<file path="src/rtl/fifo_arb_pkg.sv">
// Shared types and constants for the FIFO write-port arbiter family.
// Latency: n/a (types, constants and one combinational helper only).
// Backpressure: n/a.
//
// Contents: state enum, FIFO geometry constants, statistics counter width
// and a saturating-increment helper for the optional statistics counters.
package fifo_arb_pkg;

    typedef enum logic [0:0] {
        ST_IDLE  = 1'b0,
        ST_BURST = 1'b1
    } arb_state_t;

    localparam int FIFO_DEPTH = 64;
    localparam int FIFO_CNT_W = 8;
    localparam int ARB_LEN_W  = 4;
    localparam int STAT_W     = 16;

    // Counters stick at all-ones instead of wrapping.
    function automatic logic [STAT_W-1:0] sat_inc(input logic [STAT_W-1:0] v);
        return (&v) ? v : v + STAT_W'(1);
    endfunction

endpackage

</file>
<file path="src/rtl/fifo_rr_pick.sv">
// Round-robin one-hot picker: first set request searching upward from last+1.
// Latency: purely combinational, zero cycles.
// Backpressure: none; the caller decides whether to act on the pick.
//
// Ports:
//   req    - request vector, one bit per requester
//   last   - index of the most recently served requester
//   gnt_oh - one-hot winner (all zero when no request)
//   idx    - binary index of the winner (0 when no request)
//   any    - at least one request is pending
module fifo_rr_pick #(
    parameter int N  = 4,
    parameter int IW = (N > 1) ? $clog2(N) : 1
) (
    input  logic [N-1:0]  req,
    input  logic [IW-1:0] last,
    output logic [N-1:0]  gnt_oh,
    output logic [IW-1:0] idx,
    output logic          any
);

    logic [IW-1:0] pos;

    // Walk from the farthest candidate (last itself) to the nearest (last+1);
    // the last hit overwrites earlier ones, so the nearest set bit wins.
    always_comb begin
        gnt_oh = '0;
        idx    = '0;
        pos    = '0;
        for (int k = N; k >= 1; k--) begin
            pos = IW'((int'(last) + k) % N);
            if (req[pos]) begin
                gnt_oh      = '0;
                gnt_oh[pos] = 1'b1;
                idx         = pos;
            end
        end
    end

    assign any = |req;

endmodule

</file>
<file path="src/rtl/fifo_wr_arb.sv">
// Round-robin write-port arbiter and burst sequencer in front of a byte FIFO.
// Latency: request to grant/first write is 1 cycle; then 1 word per cycle.
// Backpressure: bursts admitted only if the whole burst fits; fifo_full stalls.
//
// Ports:
//   clk, rst            - single clock, synchronous active-high reset
//   req/req_len/req_data - per-requester request level, length-1, data lane
//   gnt, data_ack       - one-hot grant for the whole burst, per-word ack pulse
//   fifo_wr_en/fifo_din - FIFO write port
//   fifo_full/fifo_count - FIFO back-pressure inputs
//   busy                - high while a burst is in progress
// Optional macro FIFO_ARB_STATS_EN adds stat_grants/stat_stalls/stat_blocked.
module fifo_wr_arb
    import fifo_arb_pkg::*;
#(
    parameter int N_REQ = 4,
    parameter int DW    = 8,
    parameter int DEPTH = FIFO_DEPTH,
    parameter int LEN_W = ARB_LEN_W
) (
    input  logic                   clk,
    input  logic                   rst,
    input  logic [N_REQ-1:0]       req,
    input  logic [N_REQ*LEN_W-1:0] req_len,
    input  logic [N_REQ*DW-1:0]    req_data,
    output logic [N_REQ-1:0]       gnt,
    output logic [N_REQ-1:0]       data_ack,
    output logic                   fifo_wr_en,
    output logic [DW-1:0]          fifo_din,
    input  logic                   fifo_full,
    input  logic [FIFO_CNT_W-1:0]  fifo_count,
    output logic                   busy
`ifdef FIFO_ARB_STATS_EN
    ,
    output logic [N_REQ*STAT_W-1:0] stat_grants,
    output logic [STAT_W-1:0]       stat_stalls,
    output logic [STAT_W-1:0]       stat_blocked
`endif
);

    localparam int IW = (N_REQ > 1) ? $clog2(N_REQ) : 1;

    arb_state_t       state, state_nxt;
    logic [IW-1:0]    w_q;
    logic [IW-1:0]    last_q;
    logic [LEN_W-1:0] rem_q;

    logic [N_REQ-1:0]      pick_oh;
    logic [IW-1:0]         pick_idx;
    logic                  pick_any;
    logic [LEN_W-1:0]      sel_len;
    logic [FIFO_CNT_W-1:0] need;
    logic                  admit;

    fifo_rr_pick #(
        .N  (N_REQ),
        .IW (IW)
    ) u_pick (
        .req    (req),
        .last   (last_q),
        .gnt_oh (pick_oh),
        .idx    (pick_idx),
        .any    (pick_any)
    );

    // One-hot mux of the winner's length field.
    always_comb begin
        sel_len = '0;
        for (int i = 0; i < N_REQ; i++) begin
            if (pick_oh[i]) sel_len = sel_len | req_len[i*LEN_W +: LEN_W];
        end
    end

    // Occupancy after the whole burst; 8 bits cannot overflow for count<=DEPTH.
    assign need  = fifo_count + FIFO_CNT_W'(sel_len) + FIFO_CNT_W'(1);
    assign admit = pick_any && (need <= FIFO_CNT_W'(DEPTH));

    // State register
    always_ff @(posedge clk) begin
        if (rst) state <= ST_IDLE;
        else     state <= state_nxt;
    end

    // Next-state logic. A blocked head request is retried rather than
    // skipped, so long bursts are not starved by short ones.
    always_comb begin
        state_nxt = state;
        case (state)
            ST_IDLE:  if (admit) state_nxt = ST_BURST;
            ST_BURST: if (!fifo_full && rem_q == '0) state_nxt = ST_IDLE;
            default:  state_nxt = ST_IDLE;
        endcase
    end

    // Output logic
    always_comb begin
        gnt        = '0;
        data_ack   = '0;
        fifo_wr_en = 1'b0;
        fifo_din   = '0;
        busy       = 1'b0;
        if (state == ST_BURST) begin
            busy       = 1'b1;
            gnt[w_q]   = 1'b1;
            fifo_wr_en = !fifo_full;
            fifo_din   = req_data[w_q*DW +: DW];
            if (!fifo_full) data_ack[w_q] = 1'b1;
        end
    end

    // Burst bookkeeping; last only moves once a burst has fully completed.
    always_ff @(posedge clk) begin
        if (rst) begin
            w_q    <= '0;
            last_q <= IW'(N_REQ - 1);
            rem_q  <= '0;
        end else if (state == ST_IDLE) begin
            if (admit) begin
                w_q   <= pick_idx;
                rem_q <= sel_len;
            end
        end else if (!fifo_full) begin
            if (rem_q == '0) last_q <= w_q;
            else             rem_q  <= rem_q - LEN_W'(1);
        end
    end

`ifdef FIFO_ARB_STATS_EN
    always_ff @(posedge clk) begin
        if (rst) begin
            stat_grants  <= '0;
            stat_stalls  <= '0;
            stat_blocked <= '0;
        end else begin
            if (state == ST_IDLE && admit)
                stat_grants[pick_idx*STAT_W +: STAT_W] <=
                    sat_inc(stat_grants[pick_idx*STAT_W +: STAT_W]);
            if (state == ST_BURST && fifo_full)
                stat_stalls <= sat_inc(stat_stalls);
            if (state == ST_IDLE && pick_any && !admit)
                stat_blocked <= sat_inc(stat_blocked);
        end
    end
`endif

endmodule

</file>
<file path="config.mk">
export PLATFORM = sky130hd
export DESIGN_NAME = fifo_wr_arb
export DESIGN_NICKNAME = d
export VERILOG_FILES = /design/src/rtl/fifo_arb_pkg.sv /design/src/rtl/fifo_rr_pick.sv /design/src/rtl/fifo_wr_arb.sv
export SDC_FILE = /design/constraint.sdc
export NUM_CORES = 1
export LEC_CHECK = 0
export BUFFER_PORTS_ARGS = -buffer_cell sky130_fd_sc_hd__buf_2
export CORE_MARGIN = 2
export CORE_UTILIZATION = 53
export CTS_BUF_LIST = sky130_fd_sc_hd__clkbuf_8
export CTS_CLUSTER_DIAMETER = 50
export CTS_CLUSTER_SIZE = 8
export DETAILED_ROUTE_END_ITERATION = 8
export PLACE_DENSITY = 0.89
export REMOVE_ABC_BUFFERS = 1
export SLEW_MARGIN = 20
export SYNTH_ARGS = -nofsm -noshare
export SYNTH_HDL_FRONTEND = slang
export SYNTH_SLANG_ARGS = --single-unit
</file>
<file path="constraint.sdc">
create_clock -name clk -period 12 [get_ports clk]
set_input_delay 1.8 -clock clk [delete_from_list [all_inputs] [get_ports clk]]
set_output_delay 1.8 -clock clk [all_outputs]
set_load 0.005 [all_outputs]
</file>
==> out/metrics.sh <==
NETSWITCHINGFRACTION_PCT=45.4
POST_CTS.RESIZED_INSTANCES=0
N_ANTENNA_CELL=0
PORT_BUFFERS=80
SYNTH_ENABLE_FLOP_CELLS=0
CRIT_ARRIVAL_NS=5.86
WIRE_PER_INST_UM=15.1
CTS-HOLD-FIX-BUFFERS=0
POWER.SHARE.COMBINATIONAL_PCT=66.4
IR_DROP_uV=115
DIE_Y_UM=62.4
SYNTHTOPCELLSBYCOUNT='a21oi_1, nor2_1, ha_1, nand2_1, mux4_2'
SHARE_OF_THE_CYCLE_NEEDED_BY_THE_CRITICAL_PATH_AFTER_ROUTING_PCT=47.6
FINALHOLDWORSTSLACK_NS=0.632
SYNTHDOMINANTCELLAREASHARE_PCT=14.9
FIRST_ITER_VIOLATIONS=216
STARTPOINT_TYPE='primary input'
GRT_START_MAX_NET_PINS=23
NUMBER_OF_GLOBAL_ROUTE_VIAS_BEFORE_REPAIR=1948
POST-DP-HPWL_MM=3.94
TRITONCTS='built'
HOLD-PATH-ENDPOINT='rem_q[3]'
SYNTHDOMINANTAREACELLTYPE='mux4_2'
RUN_STATUS='completed'
PIN_COUNT=81
SYNTH-SEQ-CELLS=9
YOSYS_WARNINGS=0
TIMING_MAX_TRANSITION_VIOLATIONS_FINAL=0
GRT_ANTENNA_BEFORE_REPAIR=0
LAYOUT-AREA-OVERHEAD-VS-SYNTH_PCT=23.5
REPORT.FINAL.SETUP_VIOL=0
REG2REG_DEPTH=15
FINAL_LAYOUT_SIZE_SUFFIX_GT1_SHARE_PCT=35.1
FP.COREAREA_SQ_UM=3310
WORSTPATHREQUIRED_NS=12.15
CTS.HTREE.LEVELS=1
CRIT_PATH_END_KIND='flop'
NUMPLACEDINSTANCES=330
MAX_CAP_VIOLATIONS=0
GLOBALROUTETOTALUTIL_PCT=25.6
LEAKAGE_nW=1.07
FLOORPLAN.DIE_AREA_SQ_UM=3900
FINALWEIGHTEDCONGESTION=0.945
TIMING.HOLD.WORST.CLASS='reg -> reg'
ROUTE.ANTENNA.REMAINING_NETS=0
CLOCK.FMAX_MHz=175
LIBRARY_CELL_USED_AS_CLOCK_ROOT_BUFFER='clkbuf_8'
MAX-SLEW-MARGIN-REL_PCT=41.2
YOSYS.CELL_TYPES.COUNT=56
TRITONCTS.NUM_BUFFERS=3
CTS_SINKS=9
SYN-CELL-AREA_SQ_UM=1810
YOSYS.CELL_COUNT.TOP_TYPE='a21oi_1'
FINALCOREUTILIZATION_PCT=67.5
POWER_PER_CELL_AREA_nW_PER_UM2=114
R2R_START='last_q[0]'
PATH_CLK_SLEW_NS=0.05
INITIAL_CORE_UTILIZATION_PCT=54.6
POWER.SEQUENTIAL.FRACTION_PCT=20.1
FF2FF_SETUP_SLACK_NS=6.38
PORTION_OF_THE_POST_SYNTHESIS_AREA_USED_BY_SEQUENTIAL_ELEMENTS_PCT=9.96
TIMING_WORST_SETUP_PATH_TYPE='in -> reg'
SYNTH_TOP_FLOP_CELL='dfxtp_1'
TIMING.SETUP.TNS_NS=0
PER_INSTANCE_AVERAGE_AREA_AFTER_SYNTHESIS_SQ_UM=8.26
ROUTE.VIAS.TOTAL=2031
SYNTH.TOP_CELLS.BY_AREA='mux4_2, dfxtp_1, ha_1, a21oi_1, and2_1'
R2R-END='rem_q[0]'
CLOCK_PATH_BUFFERS=2
WORSTSKEWPAIRLATENCY_NS=0.23
DRC=0
INTPOWER_mW=0.139
P_TOTAL_mW=0.254
WORST_HOLD_PATH.NUM_CELLS=3
SETUP_REPAIR_AFTER_GLOBAL_ROUTING_MISSED_ITS_MARGIN='false'
WORST_PIN_SLEW_NS=0.878
FILLERINSTANCES=292
DETAIL_ROUTE.WIRELENGTH_MM=5.05
PLACEMENT_ROWS=21
SWITCHING_POWER_mW=0.116
FIRST_PASS_GRT_WIRE_LENGTH_MM=8.36
DIE_WIDTH_UM=62.4
CTS.REPAIR_TIMING.SETUP_BUFFER_COUNT=0
GRT_OVERFLOW_TOTAL=0
FINAL_NET_COUNT=366
FIN_WORST_SKEW_NS=0.00241
FINAL_PERIOD_MINUS_WORST_SETUP_SLACK_NS=5.71
POST_DRT_VIA_CELL_RATIO=6.08
SYNTHESIS.INSTANCES=219
TIMING.HOLD.WORST.START='rem_q[3]'
DETAILED_ROUTING_ITERATION_COUNT_FOR_THE_PRE_ANTENNA_REPAIR_PASS=5
POWER.SHARE.CLOCK_PCT=13.5
HOLD_VIOL=0
HIGHEST_FANOUT_SEEN_ON_THE_CRITICAL_PATH=11
INSTANCES_NO_FILL=334
YS_ASYNC_SR_FRACTION_PCT=0
==> sequential cells by signal, summed over array words and instances, names as in the netlist <==
name    count
rem_q       4
last_q      2
w_q         2
state       1
==> cells by family after synthesis <==
| group | synth area share [%] |
|---|---|
| and+or+nand+nor | 22.3 |
| AOI/OAI and AO/OA | 29.1 |
| buffers and inverters | 6.57 |
| muxes | 19.5 |
| adders and majority gates | 9.68 |
| DFF | 9.96 |
| xor gates and xnor gates | 2.91 |
==> cells in the final DEF (no fill, tap or decap), types with 4 or more instances in the layout <==
cell,instances
o21ai_0,5
inv_1,10
and2_1,11
buf_2,80
ha_1,14
dfxtp_1,9
nor2b_1,5
a311o_1,4
a31oi_1,5
nand2_1,14
mux4_2,12
nor2_1,16
nand2b_1,4
mux2i_1,6
nand3_1,5
a21oi_1,18
a222oi_1,6
==> worst max-delay path: stages <==
cell and delay [ns]:
buf_2 0.15, mux4_2 0.57, nand3b_4 0.19, a2111oi_0 0.47, a311o_1 0.18, a211o_1 0.13
ha_1 0.25, nor2b_1 0.15, o211ai_1 0.25, a21oi_1 0.11, a311o_1 0.33, o211ai_1 0.70
o21ai_0 0.29, a221oi_2 0.27
==> through the flow <==
step	cell area (sq um)	setup WS (ns)
finish	2230	6.29
global route	2230	6.00
CTS	2230	6.34
detailed placement	2190	6.11
global placement	2190	6.32
floorplan	1730	6.72
==> layer usage <==
| metal | share of wire [%] | vias to the layer above | GRT usage, % |
|---|---|---|---|
| met2 | 50 | 80 | 45.6 |
| met4 | 0.50 | 0 | 5.56 |
| met1 | 42 | 958 | 31.7 |
| met5 | 0 | - | 0 |
| li1 | - | 989 | - |
| met3 | 6.8 | 4 | 5.41 |
==> power groups by stage <==
stage | combinational (mW) | clock (mW) | sequential (mW)
floorplan | 0.124 | 0 | 0.0477
global placement | 0.162 | 0 | 0.0511
detailed placement | 0.166 | 0 | 0.0513
CTS | 0.167 | 0.0344 | 0.0508
global route | 0.187 | 0.0370 | 0.0533
finish | 0.169 | 0.0342 | 0.0511
==> area by class of cell <==
cell class / count / area [sq um] / share of cell area, %
clock inverter: 1 / 3.75 / 0.168
clock buffer: 3 / 41.3 / 1.85
sequential: 9 / 180 / 8.06
timing repair buffer: 80 / 400 / 17.9
multi-input combinational: 184 / 1510 / 67.6
tap: 46 / 57.6 / 2.58
inverter: 11 / 41.3 / 1.85
==> worst max path at each step <==
stage	start	end	slack [ns]
after floorplan	req[2]	rem_q[0]	6.72
after global placement	req[2]	rem_q[0]	6.32
after global routing	last_q[0]	rem_q[0]	6.00
after CTS	req[0]	rem_q[0]	6.34
after detailed placement	req[0]	rem_q[0]	6.11
final	req[0]	rem_q[0]	6.29
Note: power is estimated with default switching activity, not from simulation.
